`config.mk`:
```
export PLATFORM = sky130hd
export DESIGN_NAME = lcd_text_formatter_flat
export DESIGN_NICKNAME = d
export VERILOG_FILES = /design/src/rtl/lcd_text_formatter_if.sv /design/src/rtl/lcd_text_formatter.sv /design/src/flat_wrapper.sv
export SDC_FILE = /design/constraint.sdc
export NUM_CORES = 1
export LEC_CHECK = 0
export CAP_MARGIN = 10
export CELL_PAD_IN_SITES_DETAIL_PLACEMENT = 0
export CELL_PAD_IN_SITES_GLOBAL_PLACEMENT = 2
export CORE_MARGIN = 3
export CORE_UTILIZATION = 36
export CTS_CLUSTER_SIZE = 10
export DETAILED_ROUTE_END_ITERATION = 10
export PLACE_DENSITY = 0.77
export SYNTH_ARGS = -nofsm -noshare
export SYNTH_HDL_FRONTEND = slang
export SYNTH_SLANG_ARGS = --single-unit
```
`constraint.sdc`:
```
create_clock -name clk -period 20.4 [get_ports clk]
set_input_delay 2.04 -clock clk [delete_from_list [all_inputs] [get_ports clk]]
set_output_delay 2.04 -clock clk [all_outputs]
set_load 0.01 [all_outputs]
```
`src/rtl/lcd_text_formatter_if.sv`:
```
// Bus between the character LCD writer and lcd_text_formatter: field inputs,
// snapshot handshake, and the indexed character read port.
interface lcd_text_formatter_if #(
  parameter int IDX_W = 5
);
  logic             load;
  logic [1:0]       mode;
  logic [7:0]       year;
  logic [7:0]       month;
  logic [7:0]       day;
  logic [7:0]       hour;
  logic [7:0]       minute;
  logic [7:0]       second;
  logic [2:0]       blink_sel;
  logic             blink_phase;
  logic [IDX_W-1:0] index;
  logic [7:0]       out;
  logic             busy;
  logic             valid;

  modport master (
    output load, mode, year, month, day, hour, minute, second,
    output blink_sel, blink_phase, index,
    input  out, busy, valid
  );

  modport slave (
    input  load, mode, year, month, day, hour, minute, second,
    input  blink_sel, blink_phase, index,
    output out, busy, valid
  );
endinterface

```
`src/rtl/lcd_text_formatter.sv`:
```
// Renders a COLS x LINES text frame from snapshotted date/time fields. Fields are
// converted to BCD serially (shift-add-3) and committed atomically to a display buffer.
module lcd_text_formatter #(
  parameter int         COLS  = 16,
  parameter int         LINES = 2,
  parameter int         IDX_W = 5,
  parameter logic [7:0] FILL  = 8'h20
) (
  input logic                 clk,
  input logic                 rst,
  lcd_text_formatter_if.slave bus
);
  typedef enum logic [1:0] {IDLE, CONV, COMMIT} state_t;

  localparam int           TOTAL     = COLS * LINES;
  localparam logic [127:0] LINE0_TXT = "DATE 2YYY/MM/DD ";
  localparam logic [127:0] LINE1_TXT = "TIME HH:MM:SS   ";
  localparam logic [127:0] STOP_TXT  = "STOPWATCH       ";

  state_t      state_q, state_d;
  logic [2:0]  fld_q, fld_d;
  logic [2:0]  bit_q, bit_d;
  logic [11:0] work_q, work_d;
  logic [7:0]  sh_bin_q [6];
  logic [7:0]  sh_bin_d [6];
  logic [11:0] res_q [6];
  logic [11:0] res_d [6];
  logic [11:0] disp_bcd_q [6];
  logic [11:0] disp_bcd_d [6];
  logic [1:0]  sh_mode_q, sh_mode_d;
  logic [1:0]  disp_mode_q, disp_mode_d;
  logic        sh_pm_q, sh_pm_d;
  logic        disp_pm_q, disp_pm_d;
  logic        busy_q, busy_d;
  logic        valid_q, valid_d;
  logic [7:0]  out_q, out_d;

  logic [11:0] adj;
  logic [11:0] shifted;
  logic [7:0]  cur_bin;
  logic [7:0]  hour12;
  logic [IDX_W-1:0] idx;

  assign idx       = bus.index;
  assign bus.out   = out_q;
  assign bus.busy  = busy_q;
  assign bus.valid = valid_q;

  // Add-3 correction on every BCD nibble before the next shift.
  for (genvar gi = 0; gi < 3; gi++) begin : g_add3
    assign adj[4*gi +: 4] = (work_q[4*gi +: 4] >= 4'd5) ? work_q[4*gi +: 4] + 4'd3
                                                         : work_q[4*gi +: 4];
  end

  assign cur_bin = sh_bin_q[fld_q];
  assign shifted = {adj[10:0], cur_bin[3'd7 - bit_q]};

  always_comb begin
    if (bus.hour == 8'd0)       hour12 = 8'd12;
    else if (bus.hour > 8'd12)  hour12 = bus.hour - 8'd12;
    else                        hour12 = bus.hour;
  end

  always_comb begin
    state_d     = state_q;
    fld_d       = fld_q;
    bit_d       = bit_q;
    work_d      = work_q;
    sh_bin_d    = sh_bin_q;
    res_d       = res_q;
    disp_bcd_d  = disp_bcd_q;
    sh_mode_d   = sh_mode_q;
    disp_mode_d = disp_mode_q;
    sh_pm_d     = sh_pm_q;
    disp_pm_d   = disp_pm_q;
    busy_d      = busy_q;
    valid_d     = valid_q;
    case (state_q)
      IDLE: begin
        if (bus.load) begin
          sh_bin_d[0] = bus.year;
          sh_bin_d[1] = bus.month;
          sh_bin_d[2] = bus.day;
          sh_bin_d[3] = (bus.mode == 2'd1) ? hour12 : bus.hour;
          sh_bin_d[4] = bus.minute;
          sh_bin_d[5] = bus.second;
          sh_mode_d   = bus.mode;
          sh_pm_d     = (bus.hour >= 8'd12);
          fld_d       = 3'd0;
          bit_d       = 3'd0;
          work_d      = 12'd0;
          busy_d      = 1'b1;
          state_d     = CONV;
        end
      end
      CONV: begin
        work_d = shifted;
        bit_d  = bit_q + 3'd1;
        if (bit_q == 3'd7) begin
          res_d[fld_q] = shifted;
          work_d       = 12'd0;
          if (fld_q == 3'd5) state_d = COMMIT;
          else               fld_d   = fld_q + 3'd1;
        end
      end
      COMMIT: begin
        disp_bcd_d  = res_q;
        disp_mode_d = sh_mode_q;
        disp_pm_d   = sh_pm_q;
        busy_d      = 1'b0;
        valid_d     = 1'b1;
        state_d     = IDLE;
      end
      default: state_d = IDLE;
    endcase
  end

  // Character generation reads only the display buffer plus live blink controls.
  always_comb begin
    int unsigned idx_i;
    int unsigned line_i;
    int unsigned col_i;
    logic [2:0]  dig_fld;
    logic [1:0]  dig_pos;
    logic [3:0]  nib;
    logic [7:0]  ch;
    idx_i   = 32'(idx);
    line_i  = idx_i / COLS;
    col_i   = idx_i % COLS;
    dig_fld = 3'd0;
    dig_pos = 2'd0;
    nib     = 4'd0;
    ch      = FILL;
    if (idx_i < TOTAL && col_i < 16 && line_i < 2 && disp_mode_q != 2'd3) begin
      if (line_i == 0) begin
        if (disp_mode_q == 2'd2) begin
          if (col_i < 9) ch = STOP_TXT[8*(15-col_i) +: 8];
        end else begin
          ch = LINE0_TXT[8*(15-col_i) +: 8];
          case (col_i)
            6:  begin dig_fld = 3'd1; dig_pos = 2'd2; end
            7:  begin dig_fld = 3'd1; dig_pos = 2'd1; end
            8:  begin dig_fld = 3'd1; dig_pos = 2'd0; end
            10: begin dig_fld = 3'd2; dig_pos = 2'd1; end
            11: begin dig_fld = 3'd2; dig_pos = 2'd0; end
            13: begin dig_fld = 3'd3; dig_pos = 2'd1; end
            14: begin dig_fld = 3'd3; dig_pos = 2'd0; end
            default: ;
          endcase
        end
      end else begin
        ch = LINE1_TXT[8*(15-col_i) +: 8];
        case (col_i)
          5:  begin dig_fld = 3'd4; dig_pos = 2'd1; end
          6:  begin dig_fld = 3'd4; dig_pos = 2'd0; end
          8:  begin dig_fld = 3'd5; dig_pos = 2'd1; end
          9:  begin dig_fld = 3'd5; dig_pos = 2'd0; end
          11: begin dig_fld = 3'd6; dig_pos = 2'd1; end
          12: begin dig_fld = 3'd6; dig_pos = 2'd0; end
          14: if (disp_mode_q == 2'd1) ch = disp_pm_q ? "P" : "A";
          15: if (disp_mode_q == 2'd1) ch = "M";
          default: ;
        endcase
      end
      if (dig_fld != 3'd0) begin
        nib = disp_bcd_q[dig_fld - 3'd1][4*dig_pos +: 4];
        ch  = (bus.blink_phase && bus.blink_sel == dig_fld) ? FILL : 8'h30 + {4'h0, nib};
      end
    end
    out_d = ch;
  end

  always_ff @(posedge clk or posedge rst) begin
    if (rst) begin
      state_q     <= IDLE;
      fld_q       <= '0;
      bit_q       <= '0;
      work_q      <= '0;
      sh_bin_q    <= '{default: '0};
      res_q       <= '{default: '0};
      disp_bcd_q  <= '{default: '0};
      sh_mode_q   <= '0;
      disp_mode_q <= '0;
      sh_pm_q     <= 1'b0;
      disp_pm_q   <= 1'b0;
      busy_q      <= 1'b0;
      valid_q     <= 1'b0;
      out_q       <= 8'h00;
    end else begin
      state_q     <= state_d;
      fld_q       <= fld_d;
      bit_q       <= bit_d;
      work_q      <= work_d;
      sh_bin_q    <= sh_bin_d;
      res_q       <= res_d;
      disp_bcd_q  <= disp_bcd_d;
      sh_mode_q   <= sh_mode_d;
      disp_mode_q <= disp_mode_d;
      sh_pm_q     <= sh_pm_d;
      disp_pm_q   <= disp_pm_d;
      busy_q      <= busy_d;
      valid_q     <= valid_d;
      out_q       <= out_d;
    end
  end
endmodule

```
`src/flat_wrapper.sv`:
```
// flat-port wrapper written by rule: the top's interface ports become plain ports
module lcd_text_formatter_flat 
#(
  parameter int         COLS  = 16,
  parameter int         LINES = 2,
  parameter int         IDX_W = 5,
  parameter logic [7:0] FILL  = 8'h20
)
  (clk, rst, bus_load, bus_mode, bus_year, bus_month, bus_day, bus_hour, bus_minute, bus_second, bus_blink_sel, bus_blink_phase, bus_index, bus_out, bus_busy, bus_valid);
  lcd_text_formatter_if #(.IDX_W(IDX_W)) bus_i ();
  input logic clk;
  input logic rst;
  input wire logic [$bits(bus_i.load)-1:0] bus_load;
  input wire logic [$bits(bus_i.mode)-1:0] bus_mode;
  input wire logic [$bits(bus_i.year)-1:0] bus_year;
  input wire logic [$bits(bus_i.month)-1:0] bus_month;
  input wire logic [$bits(bus_i.day)-1:0] bus_day;
  input wire logic [$bits(bus_i.hour)-1:0] bus_hour;
  input wire logic [$bits(bus_i.minute)-1:0] bus_minute;
  input wire logic [$bits(bus_i.second)-1:0] bus_second;
  input wire logic [$bits(bus_i.blink_sel)-1:0] bus_blink_sel;
  input wire logic [$bits(bus_i.blink_phase)-1:0] bus_blink_phase;
  input wire logic [$bits(bus_i.index)-1:0] bus_index;
  output wire logic [$bits(bus_i.out)-1:0] bus_out;
  output wire logic [$bits(bus_i.busy)-1:0] bus_busy;
  output wire logic [$bits(bus_i.valid)-1:0] bus_valid;
  assign bus_i.load = bus_load;
  assign bus_i.mode = bus_mode;
  assign bus_i.year = bus_year;
  assign bus_i.month = bus_month;
  assign bus_i.day = bus_day;
  assign bus_i.hour = bus_hour;
  assign bus_i.minute = bus_minute;
  assign bus_i.second = bus_second;
  assign bus_i.blink_sel = bus_blink_sel;
  assign bus_i.blink_phase = bus_blink_phase;
  assign bus_i.index = bus_index;
  assign bus_out = bus_i.out;
  assign bus_busy = bus_i.busy;
  assign bus_valid = bus_i.valid;
  lcd_text_formatter #(.COLS(COLS), .LINES(LINES), .IDX_W(IDX_W), .FILL(FILL)) u_core (.clk(clk), .rst(rst), .bus(bus_i));
endmodule
```
==> flow_metrics.py, run 1 <==
metrics = {
    "run_status": {
        "status": "completed",
    },
    "setup_path": {
        "slowest_stage": "clkdlybuf4s50_1",
        "start_kind": "input pin",
        "worst_ep_arrival_time_ps": 5960,
        "critPathMostFrequentCell": "ha_1",
        "path_delay_family": "buffers and inverters",
        "path_class": "in -> reg",
        "crit_path_max_fanout": 28,
        "crit_path_cell_trace": "clkdlybuf4s50_1 > inv_1 > ha_1 > nor2_1 > a311oi_2 > o211ai_4 > buf_4 > ha_1 > xnor2_2 > nand3_1 > o22ai_1 > nor3_1 > o32ai_1",
        "cpPeakStageDelay_ps": 600,
        "crit_path_end_kind": "register",
        "crit_buf_inv": 3,
        "worst_ep_required_time_ps": 20810,
    },
    "sta": {
        "timing.fmax_ghz": 0.180,
        "hold_viol": 0,
        "finClkSkew_ps": 13.6,
        "timing.final.crit_share_pct": 27.2,
        "post-route-min-period_ps": 5540,
        "slew_headroom_pct": 29.1,
        "rsz0062_at_grt": "no",
        "setup_viol": 0,
        "tns_ps": 0,
        "tightest_slew_ps": 1060,
        "drv_slew": 0,
    },
    "place": {
        "place_area_mm2": 0.0119,
        "port_buffers": 70,
        "post-dp-hpwl_um": 17000,
        "gp_congestion": 0.813,
    },
    "yosys": {
        "yosysUniqueCellTypes": 69,
        "yosysTopAreaCell": "dfrtp_1",
        "ys_seq_area_share_pct": 52.4,
        "ys.flop_type": "dfrtp_1",
        "synthSimpleGateAreaFrac_pct": 12.9,
        "synth_compound_area_share_pct": 10.3,
        "synth_top_cells_by_count": "227 x dfrtp_1, 202 x nand2_1, 114 x mux2_2, 68 x o21ai_0",
        "synth_nets": 1070,
        "synth_seq_cells": 227,
        "async_flop_share_pct": 100,
        "synth_top_family_by_area": "multiplexers",
        "synth_cells": 987,
        "ys_top_cells_by_area": "dfrtp_1 52%, mux2_2 12%, nand2_1 7.0%",
        "synthXorXnorAreaFrac_pct": 1.04,
        "yosys_warnings": 0,
        "synth_adder_area_share_pct": 2.42,
        "synth_area_mm2": 0.0108,
        "netlist.area_leader.share_pct": 52.4,
        "yosys.cell_count.top_type": "dfrtp_1",
        "synth.area.mux_share_pct": 17.9,
        "synth-edff-count": 0,
        "synth.avg_cell_area_um2": 11.0,
    },
    "clock_tree": {
        "cts_made_buffers": 27,
        "post_cts_buffers": 0,
        "ctsHoldBuffers": 0,
        "cts_tree": "built",
        "clkSinkCount": 227,
        "htree_levels": 1,
        "clkTransAtPathRegs_ps": 50,
        "clockBufferDepth": 3,
        "root_buffer": "clkbuf_16",
        "ctsResizeCount": 0,
        "clk_latency_ps": 520,
    },
    "global_routing": {
        "first_global_vias": 7520,
        "grt_pass1_wl_um": 41600,
        "globalRouteTotalUtil_pct": 15.7,
        "antenna_found_initial": 0,
        "overflow": 0,
        "grt_max_degree": 90,
    },
    "detailed_routing": {
        "drtAntennaViolNets": 0,
        "drt-total-wl_um": 25400,
        "dr_total_vias": 7300,
        "dr.pass1.iters": 4,
        "post_drt_wl_per_cell_um": 17.7,
        "drt-initial-drc-count": 342,
        "vias_per_cell": 5.09,
        "drc": 0,
    },
    "finish": {
        "fill_cells": 2870,
        "postLayoutCellArea_mm2": 0.0126,
        "diodes": 0,
        "drive_above_1_share_pct": 17.6,
        "nets": 1126,
        "fin_util_pct": 43.2,
        "area_delta_synth_final_pct": 16.1,
    },
    "power": {
        "p_leak_nw": 5.99,
        "cellPowerDensity_mw_per_mm2": 73.7,
        "ir_worst_vdd_v": 0.0000630,
    },
    "flow_run": {
        "cap_violations": 0,
    },
    "floorplanning": {
        "initial_utilization_pct": 37.2,
        "die_w_um": 180,
        "die_y_um": 180,
        "io_pins": 72,
        "dieArea_mm2": 0.0322,
        "rows": 62,
        "coreArea_mm2": 0.0292,
    },
    "hold_path": {
        "hold_path.class": "reg -> reg",
    },
}
-- state kept, by name, indices dropped and copies added (netlist names), 2 cells and up --
| signal | cells |
|---|---|
| u_core.sh_bin_q | 48 |
| u_core.res_q | 72 |
| u_core.bus.out | 7 |
| u_core.sh_mode_q | 2 |
| u_core.disp_mode_q | 2 |
| u_core.disp_bcd_q | 72 |
| u_core.state_q | 2 |
| u_core.fld_q | 3 |
| u_core.bit_q | 3 |
| u_core.work_q | 12 |
-- power by group --
| group | leakage [nW] | internal, mW | switching, mW |
|---|---|---|---|
| logic | 2.50 | 0.0276 | 0.0362 |
| clock network | 0.354 | 0.239 | 0.172 |
| registers | 3.14 | 0.452 | 0.000671 |
| total | 5.99 | 0.719 | 0.209 |
-- layout make-up --
| class | instances | area (um^2) | share of cell area (%) |
|---|---|---|---|
| Tap cell | 384 | 480 | 3.82 |
| Timing Repair Buffer | 82 | 791 | 6.28 |
| Multi-Input combinational cell | 689 | 4850 | 38.5 |
| Clock buffer | 33 | 708 | 5.62 |
| Sequential cell | 227 | 5680 | 45.1 |
| Inverter | 16 | 67.6 | 0.537 |
| Clock inverter | 2 | 10.0 | 0.0795 |
-- worst min-delay path: cells and delay by family (launching register included) --
| family | cells | cell delay, ps |
|---|---|---|
| flip-flops | 1 | 340 |
| AND/OR/NAND/NOR | 2 | 100 |
-- cell families after synthesis --
logic type	count (synthesis)
AO/OA/AOI/OAI	176
XOR/XNOR	12
AND/OR/NAND/NOR	322
buffers and inverters	71
other	1
multiplexers	157
adder cells (fa/ha/maj)	21
flip-flops	227
-- worst paths after layout --
| kind | from | endpoint | slack [ps] | cells after the start |
|---|---|---|---|---|
| hold / removal | u_core.sh_bin_q[44]$_DFFE_PP0P_ | u_core.sh_bin_q[44]$_DFFE_PP0P_ | 470 | 2 |
| hold reg to reg | u_core.sh_bin_q[44]$_DFFE_PP0P_ | u_core.sh_bin_q[44]$_DFFE_PP0P_ | 470 | 2 |
| setup reg to reg | u_core.disp_mode_q[0]$_DFFE_PP0P_ | u_core.bus.out[1]$_DFF_PP0_ | 16910 | 9 |
| setup / recovery | bus_index[1] | u_core.bus.out[1]$_DFF_PP0_ | 14860 | 13 |
| max in group asynchronous | rst | u_core.res_q[7]$_DFFE_PP0P_ | 17010 | 3 |
| min in group asynchronous | rst | u_core.disp_mode_q[1]$_DFFE_PP0P_ | 1990 | 2 |
-- cells in the final DEF, fill, tap and decap left out, types with 3 or more instances in the layout --
cell type and count:
nor2_1 43, clkbuf_1 5, nand3_1 14, mux2i_1 26, a31oi_1 4, clkbuf_16 27, ha_1 21, xnor2_1 9
buf_4 12, a21oi_1 43, a211o_1 3, o21ai_0 68, nor3b_1 7, nor3_1 7, dfrtp_1 227, a21o_1 3
nand2b_1 21, nand2_1 201, nor2b_1 9, mux4_1 4, inv_1 14, mux4_2 13, a22o_1 10, o211ai_1 6
clkdlybuf4s50_1 70, o22ai_1 5, o21ai_1 3, mux2_2 114
-- metrics by stage --
step | hold slack, ps | power (mW) | std cells | setup slack (ps)
4_1_cts | 475 | 0.943 | 1433 | 14860
2_1_floorplan | 440 | 0.498 | 987 | 12140
3_3_place_gp | 454 | 0.526 | 1398 | 14510
6_report | 468 | 0.928 | 1433 | 14860
5_1_grt | 486 | 0.967 | 1433 | 14630
3_5_place_dp | 462 | 0.526 | 1398 | 14350
-- metal layers --
metal  track usage, %  vias to the layer above  wire length (um)
met3             2.30                       30               857
met1             22.9                     3622             12300
li1                 -                     3550                 -
met4             3.19                        0               513
met2             25.2                       98             11700
met5                0                        -                 0
(Power assumes the default switching activity.)
==> inputs of run 2 (changes only) <==
Clock period 20.4 ns to 5.4 ns, I/O delays scaled along.
==> flow_metrics.py, run 2 (synthesis results as in run 1) <==
metrics = {
    "detailed_routing": {
        "drtAntennaViolNets": 0,
        "dr_total_vias": 7324,
        "top_layer": "met4",
        "wl_met3_um": 849,
        "vias_per_cell": 5.10,
        "post_drt_wl_per_cell_um": 17.8,
        "drt-initial-drc-count": 485,
        "dr.pass1.iters": 5,
        "wl_met2_um": 11900,
        "met1_length_um": 12400,
        "drt-total-wl_um": 25600,
        "drc": 0,
    },
    "sta": {
        "worst_slack_ps": 1670,
        "fin_hold_ws_ps": 466,
        "slew_headroom_pct": 29.0,
        "rsz0062_at_grt": "no",
        "tightest_slew_ps": 1060,
        "drv_slew": 0,
        "timing.fmax_ghz": 0.268,
        "setup_viol": 0,
        "finClkSkew_ps": 7.98,
        "hold_viol": 0,
        "post-route-min-period_ps": 3730,
        "timing.final.crit_share_pct": 69.1,
        "tns_ps": 0,
    },
    "power": {
        "p_leak_nw": 6.00,
        "cellPowerDensity_mw_per_mm2": 278,
        "total_power_mw": 3.51,
        "ir_worst_vdd_v": 0.000178,
    },
    "floorplanning": {
        "rows": 62,
        "io_pins": 72,
        "dieArea_mm2": 0.0322,
        "die_w_um": 180,
        "die_y_um": 180,
        "initial_utilization_pct": 37.2,
        "coreArea_mm2": 0.0292,
    },
    "clock_tree": {
        "htree_levels": 1,
        "cts_made_buffers": 27,
        "ctsResizeCount": 0,
        "root_buffer": "clkbuf_16",
        "clk_latency_ps": 510,
        "ctsHoldBuffers": 0,
        "clockBufferDepth": 3,
        "clkSinkCount": 227,
        "cts_tree": "built",
        "post_cts_buffers": 0,
        "clkTransAtPathRegs_ps": 50,
    },
    "finish": {
        "multiInputGateArea_mm2": 0.00485,
        "fin_cells": 1435,
        "nets": 1127,
        "postLayoutCellArea_mm2": 0.0126,
        "area_delta_synth_final_pct": 16.4,
        "fill_cells": 2833,
        "seqCellArea_mm2": 0.00568,
        "fin_util_pct": 43.3,
        "final_common_cell": "dfrtp_1",
        "top_regs": "u_core.disp_bcd_q (72), u_core.res_q (72), u_core.sh_bin_q (48)",
        "diodes": 0,
        "final_cell_mix": "227 x dfrtp_1, 201 x nand2_1, 114 x mux2_2, 70 x clkdlybuf4s50_1, 68 x o21ai_0",
        "drive_above_1_share_pct": 17.7,
    },
    "setup_path": {
        "worst_ep_arrival_time_ps": 4140,
        "path_class": "in -> reg",
        "crit_path_end_kind": "register",
        "crit_path_max_fanout": 11,
        "worst_ep_required_time_ps": 5810,
        "start_kind": "input pin",
    },
    "place": {
        "dpl_worst_slack_ps": 1200,
        "port_buffers": 70,
        "place_inst": 1399,
        "place_area_mm2": 0.0119,
        "post-dp-hpwl_um": 17200,
        "gp_congestion": 0.818,
    },
    "run_status": {
        "status": "completed",
    },
    "global_routing": {
        "grt_pass1_wl_um": 42600,
        "globalRouteTotalUtil_pct": 15.9,
        "overflow": 0,
        "antenna_found_initial": 0,
        "grt_max_degree": 182,
        "first_global_vias": 7513,
    },
    "hold_path": {
        "hold_path.class": "reg -> reg",
    },
    "flow_run": {
        "cap_violations": 0,
    },
}
## run 2: cell types whose count changed in the layout (fill, tap and decap cells not counted)
cell        change
buf_12          +1
clkbuf_8        +1
inv_8           -1
clkbuf_1        +1
clkinvlp_4      +1
clkinv_2        -1
## run 2: power breakdown
| part | switching, mW | total (mW) | internal, mW |
|---|---|---|---|
| registers | 0.00232 | 1.71 | 1.71 |
| clock network | 0.642 | 1.56 | 0.920 |
| logic | 0.134 | 0.239 | 0.105 |
| total | 0.779 | 3.51 | 2.73 |
## run 2: metal layers
layer	up-vias	GRT usage (%)
li1	3552	-
met4	0	3.00
met3	34	2.41
met2	118	25.6
met1	3620	23.1
met5	-	0
## run 2: final cells by class
class	instances	share of cell area (%)
multi-input combinational	689	38.5
clock inverter	1	0.0397
clock buffer	35	5.75
timing repair buffer	83	6.42
sequential	227	45.0
inverter	16	0.506
tap	384	3.81
## run 2: path summary, 6_finish.rpt
path | startpoint | endpoint | slack (ps) | cells after the start
worst max-delay path | bus_index[1] | u_core.bus.out[1]$_DFF_PP0_ | 1670 | 12
max in group asynchronous | rst | u_core.bus.out[5]$_DFF_PP0_ | 3980 | 3
worst min register to register | u_core.sh_bin_q[30]$_DFFE_PP0P_ | u_core.sh_bin_q[30]$_DFFE_PP0P_ | 470 | 2
worst max register to register | u_core.disp_mode_q[0]$_DFFE_PP0P_ | u_core.bus.out[1]$_DFF_PP0_ | 2350 | 8
min in group asynchronous | rst | u_core.sh_bin_q[42]$_DFFE_PP0P_ | 600 | 3
worst min-delay path | u_core.sh_bin_q[30]$_DFFE_PP0P_ | u_core.sh_bin_q[30]$_DFFE_PP0P_ | 470 | 2
## run 2: critical path, cell delays in order
cell	delay [ps]
clkdlybuf4s50_1	580
inv_1	220
ha_1	440
nor2_1	130
a311oi_2	370
o211ai_4	120
ha_1	310
xnor2_2	490
nand3_1	350
o22ai_1	250
nor3_1	90
o32ai_1	260
